File: src/rtl/mem_wb_pipe_stage.sv
// MEM/WB pipeline stage: two-entry skid buffer with a valid/ready handshake, flush, sticky halt,
// and a write-back select that drives a single value to the register-file write port.
module mem_wb_pipe_stage #(
    parameter int DATA_W      = 16,
    parameter int REG_ADDR_W  = 4,
    parameter bit ZERO_REG_RO = 1'b1
) (
    input  logic                  clk,
    input  logic                  rst,
    input  logic                  flush,
    input  logic                  in_valid,
    output logic                  in_ready,
    input  logic                  in_hlt,
    input  logic                  in_mem_to_reg,
    input  logic                  in_reg_write,
    input  logic                  in_pcs,
    input  logic [REG_ADDR_W-1:0] in_write_reg,
    input  logic [DATA_W-1:0]     in_alu_out,
    input  logic [DATA_W-1:0]     in_mem_data,
    input  logic [DATA_W-1:0]     in_next_pc,
    output logic                  out_valid,
    input  logic                  out_ready,
    output logic                  out_hlt,
    output logic                  out_mem_to_reg,
    output logic                  out_reg_write,
    output logic                  out_pcs,
    output logic [REG_ADDR_W-1:0] out_write_reg,
    output logic [DATA_W-1:0]     out_alu_out,
    output logic [DATA_W-1:0]     out_mem_data,
    output logic [DATA_W-1:0]     out_next_pc,
    output logic [DATA_W-1:0]     out_wb_data,
    output logic                  halted,
    output logic [1:0]            occupancy
);

    typedef struct packed {
        logic                  hlt;
        logic                  mem_to_reg;
        logic                  reg_write;
        logic                  pcs;
        logic [REG_ADDR_W-1:0] write_reg;
        logic [DATA_W-1:0]     alu_out;
        logic [DATA_W-1:0]     mem_data;
        logic [DATA_W-1:0]     next_pc;
    } entry_t;

    entry_t     h_q, h_d;
    entry_t     s_q, s_d;
    entry_t     in_entry;
    logic [1:0] occ_q, occ_d;
    logic       halt_pending_q, halt_pending_d;
    logic       halted_q, halted_d;
    logic       push;
    logic       pop;

    assign in_entry = '{
        hlt:        in_hlt,
        mem_to_reg: in_mem_to_reg,
        reg_write:  in_reg_write,
        pcs:        in_pcs,
        write_reg:  in_write_reg,
        alu_out:    in_alu_out,
        mem_data:   in_mem_data,
        next_pc:    in_next_pc
    };

    // Ready is a function of registered state only, so it never loops back through the handshake.
    assign in_ready  = (occ_q != 2'd2) && !halt_pending_q && !halted_q;
    assign out_valid = (occ_q != 2'd0);
    assign push      = in_valid && in_ready;
    assign pop       = out_valid && out_ready;

    always_comb begin
        h_d            = h_q;
        s_d            = s_q;
        occ_d          = occ_q;
        halt_pending_d = halt_pending_q;
        halted_d       = halted_q;
        if (flush) begin
            // A pop in the flush cycle is still a legal handshake but never retires a halt.
            occ_d          = 2'd0;
            halt_pending_d = 1'b0;
        end else begin
            if (push && pop) begin
                h_d = in_entry;
            end else if (push) begin
                if (occ_q == 2'd0) begin
                    h_d = in_entry;
                end else begin
                    s_d = in_entry;
                end
                occ_d = occ_q + 2'd1;
            end else if (pop) begin
                h_d   = s_q;
                occ_d = occ_q - 2'd1;
            end
            if (push && in_hlt) begin
                halt_pending_d = 1'b1;
            end
            if (pop && h_q.hlt) begin
                halted_d       = 1'b1;
                halt_pending_d = 1'b0;
            end
        end
    end

    always_ff @(posedge clk or negedge rst) begin
        if (!rst) begin
            h_q            <= '0;
            s_q            <= '0;
            occ_q          <= 2'd0;
            halt_pending_q <= 1'b0;
            halted_q       <= 1'b0;
        end else begin
            h_q            <= h_d;
            s_q            <= s_d;
            occ_q          <= occ_d;
            halt_pending_q <= halt_pending_d;
            halted_q       <= halted_d;
        end
    end

    assign out_hlt        = h_q.hlt;
    assign out_mem_to_reg = h_q.mem_to_reg;
    assign out_pcs        = h_q.pcs;
    assign out_write_reg  = h_q.write_reg;
    assign out_alu_out    = h_q.alu_out;
    assign out_mem_data   = h_q.mem_data;
    assign out_next_pc    = h_q.next_pc;
    assign out_reg_write  = h_q.reg_write && out_valid
                            && !(ZERO_REG_RO && (h_q.write_reg == '0));
    // Memory data wins over the link PC when both selects are set.
    assign out_wb_data    = h_q.mem_to_reg ? h_q.mem_data :
                            h_q.pcs        ? h_q.next_pc  : h_q.alu_out;
    assign halted         = halted_q;
    assign occupancy      = occ_q;

endmodule

File: config.mk
export PLATFORM = sky130hd
export DESIGN_NAME = mem_wb_pipe_stage
export DESIGN_NICKNAME = d
export VERILOG_FILES = /design/src/rtl/mem_wb_pipe_stage.sv
export SDC_FILE = /design/constraint.sdc
export NUM_CORES = 1
export LEC_CHECK = 0
export CAP_MARGIN = 40
export CORE_UTILIZATION = 30
export CTS_BUF_LIST = sky130_fd_sc_hd__clkbuf_8
export DETAILED_ROUTE_END_ITERATION = 10
export GPL_ROUTABILITY_DRIVEN = 1
export PLACE_DENSITY_LB_ADDON = 0.12
export SYNTH_ARGS = -nofsm -noshare
export SYNTH_HDL_FRONTEND = slang
export SYNTH_SLANG_ARGS = --single-unit
File: constraint.sdc
create_clock -name clk -period 2.8 [get_ports clk]
set_input_delay 0.42 -clock clk [delete_from_list [all_inputs] [get_ports clk]]
set_output_delay 0.42 -clock clk [all_outputs]
set_load 0.03 [all_outputs]
==> results.py <==
metrics = {
    "run_status": {
        "outcome": "finished, final reports clean",
    },
    "global_routing": {
        "grt_overflow": 0,
        "grt_use_total": 0.147,
        "grt_pass1_vias": 3782,
        "grt_max_degree": 57,
        "antenna_found_initial": 0,
        "grt_pass1_wl_mm": 22.1,
    },
    "clock_tree": {
        "cts-resized-gates": 0,
        "clkLatencyLatePin_ns": 0.43,
        "post_cts_buffers": 0,
        "htree_levels": 4,
        "clock_path_buffers": 2,
        "path_clk_slew_ns": 0.07,
        "cts-root-buf": "clkbuf_8",
        "cts_buffers": 17,
        "holdBufCountCts": 1,
        "cts.sinks": 116,
        "cts_tree": "built",
    },
    "floorplanning": {
        "rows": 51,
        "ios": 138,
        "die_area_sq_um": 20400,
        "fp.dieW_microns": 143,
        "initial_core_util": 0.305,
        "design.core.area_sq_um": 19500,
        "die_h_microns": 143,
    },
    "layout": {
        "final_nets": 584,
        "regMostFlops": "s_q",
        "areaGrowthSynthToFinish_pct": 28.5,
        "drive_gt1_frac": 0.412,
        "diodes": 0,
        "design_area_sq_um": 7640,
        "fin_cells": 801,
        "utilization": 0.393,
        "largest_register_ff_count": 56,
    },
    "sta": {
        "tightest_slew_ns": 0.593,
        "rsz0062_at_grt": "false",
        "setup_viol": 0,
        "fin_skew_ns": 0.0123,
        "fin_setup_tns_ns": 0,
        "hold_ws_ns": 0.505,
        "final_hold_viol_count": 0,
        "fmax_mhz": 384,
        "layout_min_cycle_time_ns": 2.60,
        "maxSlewViolCount": 0,
        "min_period_over_period": 0.930,
        "slew_headroom": 0.605,
    },
    "synth": {
        "synthCells": 431,
        "netlist_area_sq_um": 5940,
        "ys_seq_area_frac": 0.488,
        "synth.net_count": 492,
        "synth_top_area_share": 0.488,
        "ys_types": 26,
        "syn_avg_cell_area_sq_um": 13.8,
        "synthFlopType": "dfrtp_1",
        "synth_edf_count": 0,
        "ys_top_cells_by_area": "dfrtp_1 (49%), mux2_2 (24%), mux2_4 (10%)",
        "synth_area_leader_cell": "dfrtp_1",
        "yosys.cell_count.top_type": "mux2_2",
        "synth_top_cells_by_count": "mux2_2 (128), dfrtp_1 (116), buf_4 (56)",
        "synthArstFlopShare": 1.00,
        "synth_warnings": 0,
        "ys_ff_latch": 116,
    },
    "setup_path": {
        "critPathLaunchType": "flop",
        "reg2reg_depth": 4,
        "crit_required_ns": 2.38,
        "path_cells": "or4_1, and3_1, clkdlybuf4s50_1",
        "crit_cells": 3,
        "slowest_delay_ns": 0.59,
        "path_class": "flop to primary output",
        "worstPathMaxFanout": 3,
        "crit_path_end_kind": "primary output",
        "crit_path_top_delay_cell": "clkdlybuf4s50_1",
        "crit_buf_inv": 1,
        "cp_top_family": "simple AND/OR/NAND/NOR gates",
        "arrival_ns": 2.18,
    },
    "detailed_routing": {
        "drtIter0Drc": 111,
        "num_vias": 3482,
        "drc": 0,
        "wirelength_mm": 14.0,
        "avgViaCountPerCell": 4.35,
        "dr.pass1.iters": 4,
        "ant_nets": 0,
        "wl_per_cell_microns": 17.5,
    },
    "power_and_ir_drop": {
        "vdd_drop_max_uv": 474,
        "pwr_density_cell_nw_per_um2": 1140,
        "leakage_nw": 3.38,
    },
    "place": {
        "placed_cells": 768,
        "io_buffers": 137,
        "gp_congestion": 0.672,
        "post_dp_cell_area_sq_um": 7290,
        "place_hpwl_mm": 9.39,
    },
    "hold_path": {
        "min_path_type": "flop to flop",
        "hold_depth": 1,
    },
    "run": {
        "maxCapViolCount": 0,
    },
}
==> cell usage in the layout (no fill, tap or decap), drive strengths merged, types with 6 or more instances in the layout <==
cell,synthesis,routed
dfrtp,116,116
mux2,168,168
clkinv,0,7
clkbuf,6,18
buf,70,17
o21ai,16,16
clkdlybuf4s50,0,131
clkinvlp,0,6
mux2i,17,17
nand2,17,17
==> worst register-to-register path, cell delays in order (launching register included) <==
cell,delay [ns]
dfrtp_1,0.42
or3b_4,0.45
or4b_4,0.51
buf_12,0.25
mux2_4,0.40
==> per-stage QoR <==
stage / total power, mW / setup WS, ns
2_1_floorplan: 6.13 / 0.199
3_3_place_gp: 7.40 / 0.262
3_5_place_dp: 7.46 / 0.237
4_1_cts: 8.86 / 0.129
5_1_grt: 9.25 / 0.00840
6_report: 8.70 / 0.196
==> cell families (layout without fill, tap and decap cells) <==
kind of cell / after synthesis / in the layout / share of synthesized area
mux: 185 / 185 / 0.372
flops: 116 / 116 / 0.488
buf+inv: 76 / 181 / 0.0913
simple gates: 31 / 31 / 0.0269
compound gates: 22 / 22 / 0.0198
xor+xnor: 1 / 1 / 0.00147
==> path summary, 6_finish.rpt <==
path,from,endpoint,slack (ns)
max,out_write_reg[1],out_reg_write,0.20
min,s_q[19],s_q[19],0.50
max reg2reg,halted,s_q[28],0.66
min reg2reg,s_q[19],s_q[19],0.50
max in group asynchronous,rst,out_alu_out[11],1.42
min in group asynchronous,rst,out_next_pc[14],0.54
==> power breakdown <==
group,internal [mW],switching [mW]
sequential,2.41,0.517
combinational,2.33,2.12
clock,0.622,0.701
==> per-layer routing <==
metal	vias up	share of wire	global-route usage	wire, microns
met5	-	0	0	0
met4	0	0.0080	0.0390	112
met3	6	0.052	0.0473	723
met2	76	0.46	0.221	6440
met1	1746	0.48	0.202	6740
li1	1654	-	-	-
==> final cells by class <==
class	instances	area (sq um)
tap	265	332
fill	1880	11800
sequential	116	2900
multi-input combinational	239	2520
clock inverter	14	91.3
clock buffer	18	248
timing repair buffer	149	1550
(Power assumes the default switching activity.)
